==> src/rtl/arm7tdmi_pkg.sv <==
// arm7tdmi_pkg: branch kinds, branch-unit states and the ARM condition evaluator
// shared by the branch unit and the ALU condition check.
package arm7tdmi_pkg;
   typedef enum logic [2:0] {
      BR_B, BR_BL, BR_BX, BR_T_B, BR_T_BCC, BR_T_BL_HI, BR_T_BL_LO
   } branch_kind_t;
   typedef enum logic [1:0] {IDLE, BLWAIT, REDIR, REFILL} br_state_t;
   typedef struct packed {
      logic redirect;
      logic thumb;
      logic flush;
      logic lr_we;
      logic taken;
      logic resolved;
   } br_flags_t;
   localparam logic [3:0] COND_AL = 4'hE;
   function automatic logic cond_pass(input logic [3:0] cond, input logic [3:0] nzcv);
      logic n, z, c, v;
      {n, z, c, v} = nzcv;
      case (cond)
         4'h0: return z;
         4'h1: return !z;
         4'h2: return c;
         4'h3: return !c;
         4'h4: return n;
         4'h5: return !n;
         4'h6: return v;
         4'h7: return !v;
         4'h8: return c && !z;
         4'h9: return !c || z;
         4'hA: return n == v;
         4'hB: return n != v;
         4'hC: return !z && (n == v);
         4'hD: return z || (n != v);
         4'hE: return 1'b1;
         default: return 1'b0;
      endcase
   endfunction
endpackage

==> src/rtl/arm7tdmi_branch_target.sv <==
// arm7tdmi_branch_target: combinational target, link and T-state computation
// for every branch kind; address arithmetic wraps modulo 2^ADDR_W.
module arm7tdmi_branch_target
   import arm7tdmi_pkg::*;
#(
   parameter int ADDR_W   = 32,
   parameter bit THUMB_EN = 1'b1
) (
   input  branch_kind_t      kind_i,
   input  logic [23:0]       offset_i,
   input  logic [ADDR_W-1:0] pc_i,
   input  logic [ADDR_W-1:0] rm_i,
   input  logic [ADDR_W-1:0] prefix_i,
   output logic [ADDR_W-1:0] target_o,
   output logic [ADDR_W-1:0] link_o,
   output logic              link_we_o,
   output logic              thumb_o
);
   logic [ADDR_W-1:0] sx24, sx11, sx8, zx11;
   assign sx24 = ADDR_W'($signed(offset_i[23:0]));
   assign sx11 = ADDR_W'($signed(offset_i[10:0]));
   assign sx8  = ADDR_W'($signed(offset_i[7:0]));
   assign zx11 = ADDR_W'(offset_i[10:0]);
   always_comb begin
      target_o  = pc_i + ADDR_W'(8) + (sx24 << 2);
      link_o    = pc_i + ADDR_W'(4);
      link_we_o = 1'b0;
      thumb_o   = 1'b0;
      case (kind_i)
         BR_BL: link_we_o = 1'b1;
         BR_BX: begin
            target_o = rm_i[0] ? {rm_i[ADDR_W-1:1], 1'b0} : {rm_i[ADDR_W-1:2], 2'b00};
            thumb_o  = THUMB_EN && rm_i[0];
         end
         BR_T_B: begin
            target_o = pc_i + ADDR_W'(4) + (sx11 << 1);
            thumb_o  = THUMB_EN;
         end
         BR_T_BCC: begin
            target_o = pc_i + ADDR_W'(4) + (sx8 << 1);
            thumb_o  = THUMB_EN;
         end
         BR_T_BL_HI: begin
            link_o    = pc_i + ADDR_W'(4) + (sx11 << 12);
            link_we_o = 1'b1;
         end
         BR_T_BL_LO: begin
            target_o  = prefix_i + (zx11 << 1);
            link_o    = (pc_i + ADDR_W'(2)) | ADDR_W'(1);
            link_we_o = 1'b1;
            thumb_o   = THUMB_EN;
         end
         default: ;
      endcase
   end
endmodule

==> src/rtl/arm7tdmi_branch_unit.sv <==
// arm7tdmi_branch_unit: execute-stage branch resolver; registers a one-cycle
// redirect/flush to fetch and holds off new branches while the prefetch refills.
module arm7tdmi_branch_unit
   import arm7tdmi_pkg::*;
#(
   parameter int ADDR_W       = 32,
   parameter int FLUSH_CYCLES = 2,
   parameter bit THUMB_EN     = 1'b1
) (
   input  logic              clk,
   input  logic              rst_n,
   input  logic              br_valid,
   output logic              br_ready,
   input  branch_kind_t      br_kind,
   input  logic [3:0]        br_cond,
   input  logic [23:0]       br_offset,
   input  logic [ADDR_W-1:0] br_pc,
   input  logic [ADDR_W-1:0] rm_value,
   input  logic [3:0]        flags_nzcv,
   input  logic              flush_in,
   output logic              redirect_valid,
   output logic [ADDR_W-1:0] redirect_pc,
   output logic              redirect_thumb,
   output logic              flush,
   output logic              lr_we,
   output logic [ADDR_W-1:0] lr_value,
   output logic              taken,
   output logic              resolved,
   output logic              busy
);
   localparam int CW = FLUSH_CYCLES > 0 ? $clog2(FLUSH_CYCLES + 1) : 1;
   br_state_t         state_q, state_d;
   br_flags_t         flg_q, flg_d;
   logic [CW-1:0]     cnt_q, cnt_d;
   logic [ADDR_W-1:0] prefix_q, prefix_d, pc_q, pc_d, lr_q, lr_d, tgt, link;
   logic              link_we, tgt_thumb, is_thumb, use_cond, pass, accept;

   arm7tdmi_branch_target #(.ADDR_W(ADDR_W), .THUMB_EN(THUMB_EN)) u_target (
      .kind_i    (br_kind),
      .offset_i  (br_offset),
      .pc_i      (br_pc),
      .rm_i      (rm_value),
      .prefix_i  (prefix_q),
      .target_o  (tgt),
      .link_o    (link),
      .link_we_o (link_we),
      .thumb_o   (tgt_thumb)
   );

   assign br_ready = state_q inside {IDLE, BLWAIT};
   assign busy     = state_q inside {REDIR, REFILL};

   always_comb begin
      is_thumb = br_kind inside {BR_T_B, BR_T_BCC, BR_T_BL_HI, BR_T_BL_LO};
      use_cond = br_kind inside {BR_B, BR_BL, BR_BX, BR_T_BCC};
      pass     = (THUMB_EN || !is_thumb) && cond_pass(use_cond ? br_cond : COND_AL, flags_nzcv);
      accept   = br_valid && br_ready && !flush_in;
      state_d  = state_q;
      cnt_d    = cnt_q;
      prefix_d = prefix_q;
      flg_d    = '0;
      pc_d     = '0;
      lr_d     = '0;
      case (state_q)
         IDLE, BLWAIT: if (accept) begin
            flg_d.resolved = 1'b1;
            if (br_kind == BR_T_BL_HI && THUMB_EN) begin
               prefix_d    = link;
               lr_d        = link;
               flg_d.lr_we = 1'b1;
               state_d     = BLWAIT;
            end else begin
               // a non-LO branch after a BL prefix abandons the pair
               if (state_q == BLWAIT && br_kind != BR_T_BL_LO) prefix_d = '0;
               flg_d.taken    = pass;
               flg_d.redirect = pass;
               flg_d.flush    = pass;
               flg_d.thumb    = pass && tgt_thumb;
               flg_d.lr_we    = pass && link_we;
               pc_d           = pass ? tgt : '0;
               lr_d           = (pass && link_we) ? link : '0;
               state_d        = pass ? REDIR : IDLE;
            end
         end
         REDIR: begin
            state_d = FLUSH_CYCLES == 0 ? IDLE : REFILL;
            cnt_d   = CW'(FLUSH_CYCLES - 1);
         end
         REFILL: begin
            state_d = cnt_q == '0 ? IDLE : REFILL;
            cnt_d   = cnt_q - 1'b1;
         end
         default: state_d = IDLE;
      endcase
      if (flush_in) begin
         state_d  = IDLE;
         prefix_d = '0;
         flg_d    = '0;
         pc_d     = '0;
         lr_d     = '0;
      end
   end

   always_ff @(posedge clk or negedge rst_n) begin
      if (!rst_n) begin
         state_q  <= IDLE;
         cnt_q    <= '0;
         prefix_q <= '0;
         flg_q    <= '0;
         pc_q     <= '0;
         lr_q     <= '0;
      end else begin
         state_q  <= state_d;
         cnt_q    <= cnt_d;
         prefix_q <= prefix_d;
         flg_q    <= flg_d;
         pc_q     <= pc_d;
         lr_q     <= lr_d;
      end
   end

   assign redirect_valid = flg_q.redirect;
   assign redirect_pc    = pc_q;
   assign redirect_thumb = flg_q.thumb;
   assign flush          = flg_q.flush;
   assign lr_we          = flg_q.lr_we;
   assign lr_value       = lr_q;
   assign taken          = flg_q.taken;
   assign resolved       = flg_q.resolved;
endmodule
==> config.mk <==
export PLATFORM = sky130hd
export DESIGN_NAME = arm7tdmi_branch_unit
export DESIGN_NICKNAME = d
export VERILOG_FILES = /design/src/rtl/arm7tdmi_pkg.sv /design/src/rtl/arm7tdmi_branch_target.sv /design/src/rtl/arm7tdmi_branch_unit.sv
export SDC_FILE = /design/constraint.sdc
export NUM_CORES = 1
export LEC_CHECK = 0
export ABC_CLOCK_PERIOD_IN_PS = 4190
export BUFFER_PORTS_ARGS = -buffer_cell sky130_fd_sc_hd__buf_4
export CAP_MARGIN = 40
export CELL_PAD_IN_SITES_DETAIL_PLACEMENT = 0
export CELL_PAD_IN_SITES_GLOBAL_PLACEMENT = 2
export CORE_ASPECT_RATIO = 1.4
export CORE_MARGIN = 2
export CORE_UTILIZATION = 35
export DETAILED_ROUTE_END_ITERATION = 7
export PLACE_DENSITY = 0.9
export REMOVE_ABC_BUFFERS = 1
export SYNTH_ARGS = -nofsm -noshare
export SYNTH_HDL_FRONTEND = slang
export SYNTH_HIERARCHICAL = 1
export SYNTH_SLANG_ARGS = --single-unit
==> constraint.sdc <==
create_clock -name clk -period 4.19 [get_ports clk]
set_clock_uncertainty 0.1 [all_clocks]
set_input_delay 0.2095 -clock clk [delete_from_list [all_inputs] [get_ports clk]]
set_output_delay 0.2095 -clock clk [all_outputs]
set_load 0.05 [all_outputs]
==> flow_summary.ini <==
[critical_path]
start_kind = primary input
cpMostUsedCell = buf_4
cp_slowest_cell = o41a_1
critPathKind = in -> reg
worstSetupEndpointType = flop
worstPathArrival_ns = 4.06
critPathMaxFanout = 8
crit_chain = buf_4 > nand4_1 > o41a_1 > or2_2 > ha_1 > a21o_1 > a21oi_1 > buf_4 > nor2_1 > nor2_1 > o211ai_1 > a2111oi_1 > buf_4 > nor3_2 > a21boi_1 > mux2i_1 > a211oi_1 > nor3b_1
required_ns = 4.35
cp_slowest_stage_delay_ns = 0.48

[cells_and_area]
final_cell_mix = 271 x buf_4, 139 x nand2_1, 120 x ha_1
fin_cells = 2101
ff_latch_area_mm2 = 0.002603
nFillCells = 3431
post-route-util_pct = 43.38
layout.nets = 1877
final_common_cell = buf_4
antenna_cells = 0
layout-drive-gt1-share_pct = 19.75
areaGrowthSynthToFinish_pct = 22.76
multi_input_comb_area_mm2 = 0.008574

[clock_network]
clockBufferDepth = 2
cts_tree = yes
clock-sinks = 104
clkSlewWorstSetupHoldPaths_ns = 0.07
htreeDepth = 3
numCtsBuffers = 9
root_buffer = clkbuf_16
clk_latency_ns = 0.35

[sta]
finalCritPeriodShare_pct = 93.10
setup_viol = 0
slew_headroom_pct = 43.48
post-route-min-period_ns = 3.901
slew_violations = 0
finalWorstSetupSlack_ns = 0.2890
tightest_slew_ns = 0.8469
tns_ns = 0
max_freq_ghz = 0.2563
hold_viol_final = 0

[drt]
dr.pass1.iters = 5
wirelength_um = 47310
ant_nets = 0
viasPerCell = 5.724
drt_iter0_drc = 879
drc = 0
via_count = 12030
routedWlPerCell_um = 22.52

[floorplan]
core-area_mm2 = 0.03301
die_area_mm2 = 0.03482
die_width_um = 158.3
ios = 175
die_y_um = 220.0
rows = 79
initial_core_util_pct = 35.33

[yosys]
synth-edff-count = 0
ys_seq_area_share_pct = 22.31
avgSynthCellArea_um2 = 8.106
yosys_register_bits = 104
ys.flop_type = dfrtp_1
syn_area_mm2 = 0.01166
synth_cells = 1439
async_flop_share_pct = 100.0
yosys_warnings = 6
synth_cell_type_count = 85

[pwr]
total_power_mw = 3.749
leakage_nw = 6.696
vdd_drop_max_mv = 0.1874
p_per_area_mw_per_mm2 = 261.8

[min_path]
hold_class = in -> reg

[global_routing]
grt_max_degree = 69
grt_pass1_wl_um = 70740
globalRouteTotalUtil_pct = 27.23
grt_pass1_vias = 12030
grt-ovfl-total = 0
antenna_found_initial = 0

[place]
io_buffers = 174
place_ws_ns = 0.004694
gp_congestion = 0.9500
dpl.hpwl_um = 38140
dp.cells = 2083

[flow_run]
maxCapViolCount = 0

[status]
outcome = completed
cell type report:
class,count,share of cell area [%]
multi-input combinational,1212,59.88
sequential,104,18.17
timing repair buffer,276,14.78
tap,445,3.888
clock buffer,11,1.625
inverter,48,1.258
clock inverter,5,0.3932
through the flow:
step	instance area (µm²)	hold WS, ns
after global placement	13950	0.3039
final	14320	0.08143
after global routing	14320	0.09200
after floorplan	11320	-0.1861
after detailed placement	13990	-0.04077
after CTS	14300	0.07569
synth_stat cells, types with 17 or more instances:
cell      instances  area share [%]
a21o_1           40             2.6
a21oi_1          94             4.0
a22o_1           38             2.9
and3_1           18            0.97
clkbuf_1         53             1.7
dfrtp_1         104              22
ha_1            120              13
inv_1            47             1.5
nand2_1         139             4.5
nand3_1          31             1.3
nand4_1          24             1.3
nor2_1          110             3.5
nor3_1           28             1.2
nor3b_1          36             2.3
o21ai_0          89             3.8
o21bai_1         17             1.1
xnor2_1          81             6.1
xor2_1           53             4.0
worst max-delay path: cells and delay by family:
family / cells / cell delay [ns]
AO/OA/AOI/OAI: 7 / 1.95
adder cells (fa/ha/maj): 1 / 0.22
multiplexers: 1 / 0.10
buffers and inverters: 3 / 0.47
AND/OR/NAND/NOR: 6 / 1.10
routing by layer:
| metal | vias to the layer above | GRT usage [%] | routed length, µm |
|---|---|---|---|
| met5 | - | 0 | 0 |
| met4 | 0 | 21.02 | 4432 |
| met3 | 131 | 2.596 | 1977 |
| met2 | 422 | 48.12 | 23350 |
| met1 | 5727 | 29.67 | 17550 |
| li1 | 5746 | - | - |
power by group:
group,total (mW),leakage (nW),switching (mW),internal [mW]
Clock,0.843,0.140,0.379,0.464
Sequential,1.07,1.43,0.0252,1.05
Combinational,1.84,5.12,1.13,0.703
Total,3.75,6.70,1.54,2.21
cells by family (layout without fill, tap and decap cells):
logic type | Yosys count | after routing | synth area share [%]
AO/OA/AOI/OAI | 443 | 443 | 26.13
flip-flops | 104 | 104 | 22.31
AND/OR/NAND/NOR | 489 | 489 | 21.46
buffers and inverters | 123 | 340 | 4.515
multiplexers | 22 | 22 | 2.049
XOR/XNOR | 134 | 134 | 10.06
adder cells (fa/ha/maj) | 124 | 124 | 13.47
timing repair:
action | in CTS | in global routing
hold endpoints to repair | 76 | 0
buffers inserted | 0 | 0
gates resized for setup | 0 | 3
hold buffers | 2 | 0
setup endpoints to repair | 0 | 3
final timing paths:
kind	from	end	slack, ns	cells after the start
worst max-delay path	br_pc[4]	lr_value[28]$_DFF_PN0_	0.29	18
worst min-delay path	br_pc[0]	redirect_pc[0]$_DFF_PN0_	0.08	5
worst max register to register	prefix_q[1]$_DFFE_PN0P_	redirect_pc[29]$_DFF_PN0_	0.67	15
worst min register to register	cnt_q[0]$_DFFE_PN0P_	cnt_q[0]$_DFFE_PN0P_	0.40	1
max in group asynchronous	rst_n	redirect_pc[17]$_DFF_PN0_	2.87	4
min in group asynchronous	rst_n	redirect_pc[11]$_DFF_PN0_	0.14	2
registers in the layout (all words and copies together), names as in the netlist:
register	cells
flush	1
resolved	1
redirect_thumb	1
redirect_pc	32
lr_we	1
lr_value	32
cnt_q	2
state_q	2
prefix_q	32
No activity file was read; power rests on OpenSTA's default activity.
